===== config.mk =====
export PLATFORM = sky130hd
export DESIGN_NAME = adaptive_threshold_gen
export DESIGN_NICKNAME = d
export VERILOG_FILES = /design/src/rtl/threshold_pkg.sv /design/src/rtl/lum_div4.sv /design/src/rtl/adaptive_threshold_gen.sv
export SDC_FILE = /design/constraint.sdc
export NUM_CORES = 1
export LEC_CHECK = 0
export CORE_UTILIZATION = 55
export DETAILED_ROUTE_END_ITERATION = 8
export GPL_TIMING_DRIVEN = 0
export PLACE_DENSITY = 0.82
export SETUP_SLACK_MARGIN = 0.1
export SLEW_MARGIN = 30
export SYNTH_ARGS = -nofsm -noshare
export SYNTH_HDL_FRONTEND = slang
export SYNTH_SLANG_ARGS = --single-unit

===== constraint.sdc =====
create_clock -name clk -period 7.6 [get_ports clk]
set_input_delay 1.52 -clock clk [delete_from_list [all_inputs] [get_ports clk]]
set_output_delay 1.52 -clock clk [all_outputs]
set_load 0.05 [all_outputs]

===== src/rtl/threshold_pkg.sv =====
// Shared types and constants for the adaptive binarisation threshold generator.
package threshold_pkg;

  typedef enum logic [1:0] {
    StIdle,
    StAccum,
    StDivide,
    StDone
  } state_e;

  localparam logic [3:0] THR_DEFAULT     = 4'd8;
  localparam logic [3:0] THR_MIN_DEFAULT = 4'd2;
  localparam logic [3:0] THR_MAX_DEFAULT = 4'd13;

  function automatic logic [3:0] clamp_thr(input logic [3:0] q,
                                           input logic [3:0] lo,
                                           input logic [3:0] hi);
    logic [3:0] r;
    r = q;
    if (q < lo) r = lo;
    if (q > hi) r = hi;
    return r;
  endfunction

endpackage


===== src/rtl/lum_div4.sv =====
// Four-step restoring divider producing a 4-bit quotient, saturated to 15 on overflow.
module lum_div4 #(
  parameter int unsigned DIVIDEND_W = 25,
  parameter int unsigned DIVISOR_W  = 21
) (
  input  logic                  clk,
  input  logic                  reset,
  input  logic                  clear,
  input  logic                  start,
  input  logic [DIVIDEND_W-1:0] dividend,
  input  logic [DIVISOR_W-1:0]  divisor,
  output logic [3:0]            quotient,
  output logic                  done
);

  // Wide enough to hold the dividend and the divisor shifted left by 4.
  localparam int unsigned W = ((DIVIDEND_W > DIVISOR_W + 4) ? DIVIDEND_W : DIVISOR_W + 4) + 1;

  logic [W-1:0] rem_q, div_q;
  logic [3:0]   q_q;
  logic [1:0]   step_q;
  logic         busy_q, ovf_q;

  logic [W-1:0] dividend_ext, divisor_ext, shifted;
  logic         ge;
  logic [3:0]   q_next;

  always_comb begin
    dividend_ext = {{(W - DIVIDEND_W){1'b0}}, dividend};
    divisor_ext  = {{(W - DIVISOR_W){1'b0}}, divisor};
    shifted      = div_q << step_q;
    ge           = (rem_q >= shifted);
    q_next       = ge ? (q_q | (4'(1) << step_q)) : q_q;
    quotient     = ovf_q ? 4'hF : q_next;
    done         = busy_q && (step_q == 2'd0);
  end

  always_ff @(posedge clk or posedge reset) begin
    if (reset) begin
      rem_q  <= '0;
      div_q  <= '0;
      q_q    <= '0;
      step_q <= '0;
      busy_q <= 1'b0;
      ovf_q  <= 1'b0;
    end else if (clear) begin
      rem_q  <= '0;
      div_q  <= '0;
      q_q    <= '0;
      step_q <= '0;
      busy_q <= 1'b0;
      ovf_q  <= 1'b0;
    end else if (start) begin
      rem_q  <= dividend_ext;
      div_q  <= divisor_ext;
      q_q    <= '0;
      step_q <= 2'd3;
      busy_q <= 1'b1;
      // A quotient of 16 or more cannot be represented in four steps.
      ovf_q  <= (dividend_ext >= (divisor_ext << 4));
    end else if (busy_q) begin
      if (ge) rem_q <= rem_q - shifted;
      q_q <= q_next;
      if (step_q == 2'd0) begin
        busy_q <= 1'b0;
      end else begin
        step_q <= step_q - 2'd1;
      end
    end
  end

endmodule


===== src/rtl/adaptive_threshold_gen.sv =====
// Per-frame mean-luminance threshold: accumulates RGB444 pixels, divides by 3*count, clamps.
module adaptive_threshold_gen
  import threshold_pkg::*;
#(
  parameter int unsigned CNT_W   = 19,
  parameter int unsigned SUM_W   = 25,
  parameter logic [3:0]  THR_MIN = THR_MIN_DEFAULT,
  parameter logic [3:0]  THR_MAX = THR_MAX_DEFAULT
) (
  input  logic       clk,
  input  logic       reset,
  input  logic       i_frame_start,
  input  logic       i_frame_end,
  input  logic       i_pix_valid,
  input  logic [3:0] i_r,
  input  logic [3:0] i_g,
  input  logic [3:0] i_b,
  output logic [3:0] o_threshold,
  output logic       o_thr_valid,
  output logic       o_busy
);

  localparam int unsigned DIV_W = CNT_W + 2;
  localparam logic [CNT_W-1:0] CNT_MAX = '1;
  localparam logic [SUM_W-1:0] SUM_MAX = '1;

  state_e           state_q, state_d;
  logic [SUM_W-1:0] sum_q, sum_d;
  logic [CNT_W-1:0] cnt_q, cnt_d;
  logic [3:0]       thr_q, thr_d;

  logic [SUM_W-1:0] base_sum;
  logic [CNT_W-1:0] base_cnt;
  logic [5:0]       lum;
  logic [SUM_W:0]   sum_add;
  logic [DIV_W-1:0] divisor;
  logic             acc_en;
  logic             div_start, div_done;
  logic [3:0]       div_q;

  always_comb begin
    lum      = {2'b00, i_r} + {2'b00, i_g} + {2'b00, i_b};
    // A frame start restarts the accumulators; a coincident pixel is the new frame's first.
    base_sum = i_frame_start ? '0 : sum_q;
    base_cnt = i_frame_start ? '0 : cnt_q;
    acc_en   = i_pix_valid && (i_frame_start || (state_q == StAccum));
    sum_add  = {1'b0, base_sum} + {{(SUM_W - 5){1'b0}}, lum};

    sum_d = base_sum;
    cnt_d = base_cnt;
    if (acc_en && (base_cnt != CNT_MAX)) begin
      cnt_d = base_cnt + {{(CNT_W - 1){1'b0}}, 1'b1};
      sum_d = sum_add[SUM_W] ? SUM_MAX : sum_add[SUM_W-1:0];
    end

    divisor = ({2'b00, cnt_d} << 1) + {2'b00, cnt_d};
  end

  always_comb begin
    state_d   = state_q;
    thr_d     = thr_q;
    div_start = 1'b0;
    if (i_frame_start) begin
      state_d = StAccum;
    end else begin
      case (state_q)
        StAccum: begin
          if (i_frame_end) begin
            if (cnt_d == '0) begin
              state_d = StIdle;
            end else begin
              state_d   = StDivide;
              div_start = 1'b1;
            end
          end
        end
        StDivide: begin
          if (div_done) begin
            thr_d   = clamp_thr(div_q, THR_MIN, THR_MAX);
            state_d = StDone;
          end
        end
        StDone:  state_d = StIdle;
        default: state_d = StIdle;
      endcase
    end
  end

  always_ff @(posedge clk or posedge reset) begin
    if (reset) begin
      state_q <= StIdle;
      sum_q   <= '0;
      cnt_q   <= '0;
      thr_q   <= THR_DEFAULT;
    end else begin
      state_q <= state_d;
      sum_q   <= sum_d;
      cnt_q   <= cnt_d;
      thr_q   <= thr_d;
    end
  end

  lum_div4 #(
    .DIVIDEND_W(SUM_W),
    .DIVISOR_W (DIV_W)
  ) u_div (
    .clk     (clk),
    .reset   (reset),
    .clear   (i_frame_start),
    .start   (div_start),
    .dividend(sum_d),
    .divisor (divisor),
    .quotient(div_q),
    .done    (div_done)
  );

  assign o_threshold = thr_q;
  assign o_thr_valid = (state_q == StDone);
  assign o_busy      = (state_q == StAccum) || (state_q == StDivide);

endmodule


-- Word-level counts from Yosys, hierarchy flattened
Index checks and enable logic that the tools add are counted.
Widths: inputs -> output; s select.
- bitwise logic cells: 2
- order comparisons: 4
- equality and inequality tests: 7
- mux-type cells: 37
- add/sub/neg operators: 7
- shift operators: 2
- reductions and logical operators: 14
- operators by type and width (kind ; number):
    $mux 26 ; 6
    $mux 25 ; 3
    $mux 19 ; 2
    $mux 4 ; 7
    $add 25x6->26 ; 1
    $ge 26x26->1 ; 1
    $shl 26x2->26 ; 1
    $sub 26x26->26 ; 1
    $ge 25x25->1 ; 1
    $add 20x19->21 ; 1
    $add 19x1->19 const B ; 1
    $logic_not 19->1 ; 1
    $ne 19x19->1 const B ; 1
    $mux 2 ; 8
    $mux 1 ; 10
    $ne 3x3->1 const B ; 3
    $add 5x4->6 ; 1
    $reduce_and 2->1 ; 3
    $reduce_bool 3->1 ; 2
    $add 4x4->5 ; 1
    $eq 2x2->1 const B ; 2
    $gt 4x4->1 const B ; 1
    $lt 4x2->1 const B ; 1
    $or 4x4->4 ; 1
    10 further kinds ; 13
- output and inout bits: 6
- register bits after elaboration: 110
- word-level logic and storage cells: 83
- input bits: 17

-- Logic depth before layout (Yosys ltp)
Gate-level depths: netlist of run 1.
- depth after elaboration: 12
- gate-level depth with buffers: 30
- gate-level depth less buffers: 26

-- By module
A second synthesis of run 1 with hierarchy kept.
- cells, all modules: 1081
- area total of the unflattened synthesis: 9296.4 µm²
- modules (own cells, without submodules) (module ; seq. area each (µm²) ; area each (µm²) ; times used ; cells an instance):
    lum_div4 ; 1376.3 ; 4941.0 ; 1 ; 584
    adaptive_threshold_gen ; 1252.5 ; 4355.4 ; 1 ; 497

-- Worst setup path after synthesis of run 1
Ideal clock, no wire load.
- kind: input port to flip-flop
- start point: in i_frame_start
- end point: reg u_div.ovf_q
- slack: 0.528 ns
- path buffers: 5
- stages on the path: 29
- data required time: 7.470 ns
- arrival time: 6.942 ns
- library setup time: 0.130 ns
- cell sequence: buf_2 > clkbuf_1 > clkbuf_1 > nor2b_1 > ha_1 > nand4b_4 > nor4_2 > a21oi_1 > clkbuf_1 > nand2_1 > xnor2_1 > ha_1 > a21o_1 > a21oi_1 > nor3_1 > mux2_1 > o2111ai_2 > a21oi_1 > or2_1 > buf_6 > a31oi_2 > xor2_1 > ha_1 > a21o_1 > a21o_1 > a21oi_1 > o21ai_0 > o21ai_0 > a31oi_1
- cells in the longest elaborated chain, start to end: 10
- elaborated cells on any way between the ends: 21
- classes of those cells: add/sub: 3; order compare: 1; eq/ne: 1; mux: 11; reduce/logical: 5
- ends and longest elaborated chain (item ; line ; text):
    start, declared ; adaptive_threshold_gen.sv:12 ; input logic i_frame_start,
    branches (longest 3 deep; another with $add 19x1->19) ; -- ;
    $mux 19 * ; adaptive_threshold_gen.sv:51 ; if (acc_en && (base_cnt != CNT_MAX)) begin
    named net cnt_d[2] ; adaptive_threshold_gen.sv:29 ; logic [CNT_W-1:0] cnt_q, cnt_d;
    branches (longest 6 deep; another with $ge 25x25->1) ; -- ;
    end signal, assigned ; lum_div4.sv:60 ; ovf_q <= (dividend_ext >= (divisor_ext << 4));
    end, declared ; lum_div4.sv:22 ; logic busy_q, ovf_q;
Mark *: on every way through the listed nets, which the timed path passes. The select of a mux whose other input is x is not followed.
A chain may end at the register's enable or synchronous reset.

-- Worst setup path after layout of run 1
Same ends and word-level chain as after synthesis.

==> flow_summary.ini, run 1 <==
[outcome]
status = finished clean

[synthesis]
syn_avg_cell_area_um2 = 8.39
syn_nets = 1219
synth-async-reset-ratio = 1.00
synth_ff_type = dfrtp_1
synth_common_cells = nand2_1 (108), dfrtp_1 (104), nor2_1 (91)
synth_top_area_share = 0.280
netlist_instances = 1106
synth_area_leaders = dfrtp_1 (28%), ha_1 (12%), xnor2_1 (4.5%)
yosysMostFrequentCell = nand2_1
synth_area_um2 = 9280
synth_cell_types = 78
synth_seq_area_share = 0.283
yosysWarnings = 0
synth_edf_count = 0
synth_seq_cells = 105
synth_top_cell_by_area = dfrtp_1

[clock_tree]
cts.clk_slew.worst_paths_ns = 0.08
cts_buffers = 9
clk_latency_ns = 0.37
htreeDepth = 3
cts.sink_count = 105
cts_tree = done
clock-root-buffer = clkbuf_16
clk_path_buf_depth = 2
ctsHoldBuffers = 0

[final_layout]
final_util = 0.625
fin_nets = 1261
diodes = 0
area_growth_syn_to_layout_pct = 11.2
regArea_um2 = 2630
drive_above_1_share = 0.0867
nFillCells = 1348
multi_input_area_um2 = 6280

[drt]
dr.pass1.iters = 5
routed_wl_mm = 26.3
wl_per_cell_um = 19.2
drt-initial-drc-count = 729
postRouteAntennaNets = 0
drc = 0
vias = 8659
via_per_inst = 6.31

[floorplanning]
die_h_um = 132
core-area_um2 = 16500
fp.dieW_um = 132
io_pins = 23
rows = 47
die_area_um2 = 17400
initial_core_util = 0.562

[critical_path]
cp_max_fo = 10
required_ns = 7.90
crit_arrival_ns = 7.50
critPathCaptureType = register
worst-r2r-cell-count = 22
r2r_start = cnt_q[4]$_DFF_PP0_
r2r-end = u_div.ovf_q$_DFFE_PP0P_
critPathLaunch = i_frame_start
slowest_stage = or4_4
crit_end = u_div.ovf_q$_DFFE_PP0P_
max_stage_delay_ns = 0.57
rrSetupSlack_ns = 1.85
start_kind = input pin
critical_path_class = input pin to register

[grt]
grt_pass1_wl_mm = 42.2
grt_pass1_vias = 8284
grt_overflow_total = 0
grt_usage = 0.309
grt_antenna_before_repair = 0
grt_max_degree = 63

[timing]
rsz0062_at_grt = false
fin_skew_ns = 0.0109
tightest_slew_ns = 0.969
maxSlewViolCount = 0
max_freq_mhz = 139
min_period_over_period = 0.948
period_needed_ns = 7.20
max_slew_margin = 0.348
tns_ns = 0
hold_viol = 0
final-setup-viol-count = 0

[placed_design]
dp_hpwl_mm = 20.1
numPortBuffers = 22
place.gp.congestion = 0.911

[pwr]
power_mw = 2.33
powerDensity_nw_per_um2 = 226
p_leak_nw = 4.56
ir_drop_uv = 129

[worst_hold_path]
hold_path.class = register to register

[flow_run]
cap_violations = 0
==> how the worst min path moves through the flow <==
stage	slack [ns]	cells after the start	start	end
after floorplan	0.46	2	u_div.q_q[0]$_DFFE_PP0P_	u_div.q_q[0]$_DFFE_PP0P_
after global placement	0.47	2	o_threshold[0]$_DFFE_PP0P_	o_threshold[0]$_DFFE_PP0P_
after detailed placement	0.48	2	o_threshold[0]$_DFFE_PP0P_	o_threshold[0]$_DFFE_PP0P_
after CTS	0.49	2	o_threshold[0]$_DFFE_PP0P_	o_threshold[0]$_DFFE_PP0P_
after global routing	0.51	2	o_threshold[0]$_DFFE_PP0P_	o_threshold[0]$_DFFE_PP0P_
final	0.48	2	o_threshold[0]$_DFFE_PP0P_	o_threshold[0]$_DFFE_PP0P_
==> routing by layer <==
layer / vias up / GRT usage / share of wire
met5: - / 0 / 0
met3: 69 / 0.0438 / 0.067
met4: 0 / 0.167 / 0.042
li1: 4070 / - / -
met2: 370 / 0.501 / 0.47
met1: 4150 / 0.401 / 0.42
==> metrics by stage <==
stage / area, um2 / hold WS [ns] / setup WS (ns) / cells
after floorplan: 9280 / 0.463 / 0.528 / 1106
after global placement: 9780 / 0.472 / -2.18 / 1348
after detailed placement: 9820 / 0.475 / -2.31 / 1349
after CTS: 10200 / 0.491 / 0.191 / 1365
after global routing: 10300 / 0.513 / 0.121 / 1373
final: 10300 / 0.482 / 0.397 / 1373
==> timing repair <==
action	in CTS	in global routing
resized for setup	31	23
buffers inserted	0	8
pin swaps	5	11
endpoints found under the setup margin	48	1
==> cells in the final DEF (no fill, tap or decap), types with 5 or more instances in the layout <==
cell / count
buf_4: 12
nor3_1: 32
nor2_1: 89
a211oi_1: 32
fa_1: 10
xnor2_1: 44
and2_1: 8
mux4_2: 8
o21bai_1: 8
and4_1: 8
a31oi_1: 16
nand3_1: 35
a21oi_1: 74
o21ai_1: 6
buf_2: 6
or3_1: 11
xor2_1: 23
clkbuf_16: 9
clkbuf_2: 5
inv_1: 76
ha_1: 85
a21o_1: 24
dfrtp_1: 104
nand2_1: 108
nand2b_1: 5
and3_1: 12
clkdlybuf4s50_1: 21
o21ai_0: 52
a311oi_1: 7
nand4_1: 17
o21a_1: 16
nor4_1: 6
nor2b_1: 22
mux2i_1: 9
o211ai_1: 12
clkbuf_1: 29
==> cells by family (layout without fill, tap and decap cells) <==
logic type / count (synthesis) / in the layout / share of synthesized area
buf+inv: 129 / 176 / 0.0562
flops: 105 / 105 / 0.283
simple gates: 377 / 377 / 0.199
fa+ha+maj: 97 / 97 / 0.139
compound gates: 305 / 305 / 0.221
xor+xnor: 71 / 71 / 0.0670
mux: 22 / 22 / 0.0352
==> final cells by class <==
cell class              instances  share of cell area
clock inverters                 5             0.00303
clock buffers                  11              0.0235
well taps                     220              0.0267
repair buffers                 31              0.0293
flip-flops and latches        105               0.255
inverters                      78              0.0289
multi-input cells             872               0.608
plain buffers                  51              0.0256
==> flip-flops by register name, indices dropped and copies added, names as in the netlist, 2 cells and up <==
register / cells
u_div.step_q: 2
u_div.q_q: 4
sum_q: 25
u_div.div_q: 21
cnt_q: 19
o_threshold: 4
state_q: 2
u_div.rem_q: 26
==> report_power, final <==
group / internal [mW] / switching [mW] / leakage (nW)
registers: 0.615 / 0.0373 / 1.43
clock network: 0.230 / 0.222 / 0.135
logic: 0.497 / 0.732 / 3.00
total: 1.34 / 0.992 / 4.56
==> critical path, delay by kind of cell <==
kind                       cells  cell delay, ns
xor gates and xnor gates       1            0.18
adders and majority gates      4            1.05
and+or+nand+nor               10            2.27
buffers and inverters          7            1.02
AOI/OAI and AO/OA              7            1.31
muxes                          1            0.13
No activity file was read; power rests on OpenSTA's default activity.
==> inputs of run 2 (changes only) <==
--- a/config.mk
+++ b/config.mk
@@ -5,10 +5,11 @@
 export SDC_FILE = /design/constraint.sdc
 export NUM_CORES = 1
 export LEC_CHECK = 0
-export CORE_UTILIZATION = 55
+export CORE_ASPECT_RATIO = 0.9
+export CORE_UTILIZATION = 30
 export DETAILED_ROUTE_END_ITERATION = 8
 export GPL_TIMING_DRIVEN = 0
-export PLACE_DENSITY = 0.82
+export PLACE_DENSITY = 0.55
 export SETUP_SLACK_MARGIN = 0.1
 export SLEW_MARGIN = 30
 export SYNTH_ARGS = -nofsm -noshare
==> flow_summary.ini, run 2 (synthesis gave the netlist of run 1 again) <==
[critical_path]
crit_family = simple AND/OR/NAND/NOR gates
max_stage_delay_ns = 0.59
cp_num_buf_inv = 5
required_ns = 7.88
slowest_stage = or4_4
critPathCaptureType = register
crit_top_cell = a21oi_1
cp_max_fo = 10
critical_path_class = input pin to register
crit_arrival_ns = 7.52
start_kind = input pin

[final_layout]
largest_reg_flops = 26
reg.largest.list = u_div.rem_q x26, sum_q x25, u_div.div_q x21
area_growth_syn_to_layout_pct = 13.5
mostFrequentLayoutCells = nand2_1 (108), dfrtp_1 (104), nor2_1 (91), ha_1 (85), inv_1 (77)
fin_nets = 1261
drive_above_1_share = 0.0824
final_util = 0.349
final_common_cell = nand2_1
max_flop_register = u_div.rem_q
diodes = 0

[drt]
drt-initial-drc-count = 744
wl_per_cell_um = 18.7
routed_wl_mm = 29.1
via_per_inst = 5.43
postRouteAntennaNets = 0
dr.pass1.iters = 5
vias = 8451
drc = 0

[pwr]
p_leak_nw = 4.54
ir_drop_uv = 104
internal-power_mw = 1.34
seq_power_share = 0.276
power_mw = 2.37
powerDensity_nw_per_um2 = 225
clkPwrFrac = 0.203
swShare = 0.435
pwr-share-comb = 0.521
power.switching_mw = 1.03

[floorplanning]
die_h_um = 169
rows = 60
core-area_um2 = 30200
die_area_um2 = 31600
io_pins = 23
fp.dieW_um = 187
initial_core_util = 0.308

[flow_run]
cap_violations = 0

[grt]
grt_usage = 0.187
grt_pass1_wl_mm = 46.1
grt_overflow_total = 0
grt_antenna_before_repair = 0
grt_max_degree = 85
grt_pass1_vias = 8182

[timing]
max_freq_mhz = 138
rsz0062_at_grt = false
tightest_slew_ns = 0.783
max_slew_margin = 0.476
maxSlewViolCount = 0
hold_viol = 0
period_needed_ns = 7.24
worst_hold_slack_ns = 0.509
tns_ns = 0
min_period_over_period = 0.953
fin_skew_ns = 0.0104
final-setup-viol-count = 0

[placed_design]
numPortBuffers = 22
dp_hpwl_mm = 22.5
place.gp.congestion = 0.858

[clock_tree]
htreeDepth = 3
cts_buffers = 9
cts.sink_count = 105
clk_latency_ns = 0.37
clock-root-buffer = clkbuf_16
cts.clk_slew.worst_paths_ns = 0.08
cts_tree = done
clk_path_buf_depth = 2

[outcome]
status = finished clean

[worst_hold_path]
hold_path.class = register to register
==> run 2: changes by cell type in the layout (fill, tap and decap cells not counted), moves of 2 or more <==
| cell | change |
|---|---|
| clkinv_2 | -2 |
| xnor2_1 | +2 |
| nor2_2 | -2 |
| xnor2_2 | -2 |
| inv_8 | +2 |
| inv_6 | +2 |
| nor2_1 | +2 |
==> run 2: timing repair <==
| item | 4_1_cts | 5_1_grt |
|---|---|---|
| pin swaps | 4 | 7 |
| setup endpoints to repair | 55 | 1 |
| setup buffers | 0 | 9 |
| gates resized for setup | 26 | 15 |
| hold buffers | 0 | 0 |
==> run 2: metrics by stage <==
step / setup slack [ns] / cells / cell area, um2
5_1_grt: 0.0551 / 1556 / 10500
6_report: 0.356 / 1556 / 10500
4_1_cts: 0.108 / 1547 / 10400
3_3_place_gp: -2.13 / 1531 / 10000
3_5_place_dp: -2.15 / 1532 / 10000
2_1_floorplan: 0.528 / 1106 / 9280
==> run 2: power by group through the flow <==
stage	Clock [mW]	Sequential, mW	Combinational, mW
after floorplan	0	0.663	0.896
after global placement	0	0.662	1.19
after detailed placement	0	0.662	1.21
after CTS	0.488	0.652	1.22
after global routing	0.509	0.660	1.38
final	0.481	0.653	1.24
==> run 2: layout make-up <==
| type | instances | area [um2] |
|---|---|---|
| Fill cell | 3213 | 19600 |
| Multi-Input combinational cell | 872 | 6250 |
| Sequential cell | 105 | 2630 |
| Tap cell | 403 | 504 |
| Timing Repair Buffer | 32 | 310 |
| Inverter | 78 | 300 |
| Buffer | 50 | 255 |
| Clock buffer | 9 | 225 |
| Clock inverter | 7 | 58.8 |
==> run 2: tightest hold or removal path, cell delays in order (launching register included) <==
cell and delay, ns:
dfrtp_1 0.35, nand2_1 0.05, o21ai_1 0.07
==> run 2: worst paths after layout <==
kind	cells past startpoint	endpoint	slack (ns)	from
max	29	u_div.ovf_q$_DFFE_PP0P_	0.36	i_frame_start
min	2	o_threshold[0]$_DFFE_PP0P_	0.51	o_threshold[0]$_DFFE_PP0P_
max reg2reg	22	u_div.ovf_q$_DFFE_PP0P_	1.75	state_q[1]$_DFFE_PP0P_
min reg2reg	2	o_threshold[0]$_DFFE_PP0P_	0.51	o_threshold[0]$_DFFE_PP0P_
max in group asynchronous	3	o_threshold[3]$_DFFE_PP1P_	5.39	reset
min in group asynchronous	2	cnt_q[1]$_DFF_PP0_	1.48	reset
==> run 2: layer usage <==
layer	up-vias	wire length, um	share of wire	global-route usage
met5	-	0	0	0
met4	0	353	0.012	0.0389
met3	21	1880	0.065	0.0284
met2	256	12400	0.43	0.280
met1	4111	14500	0.50	0.282
li1	4063	-	-	-
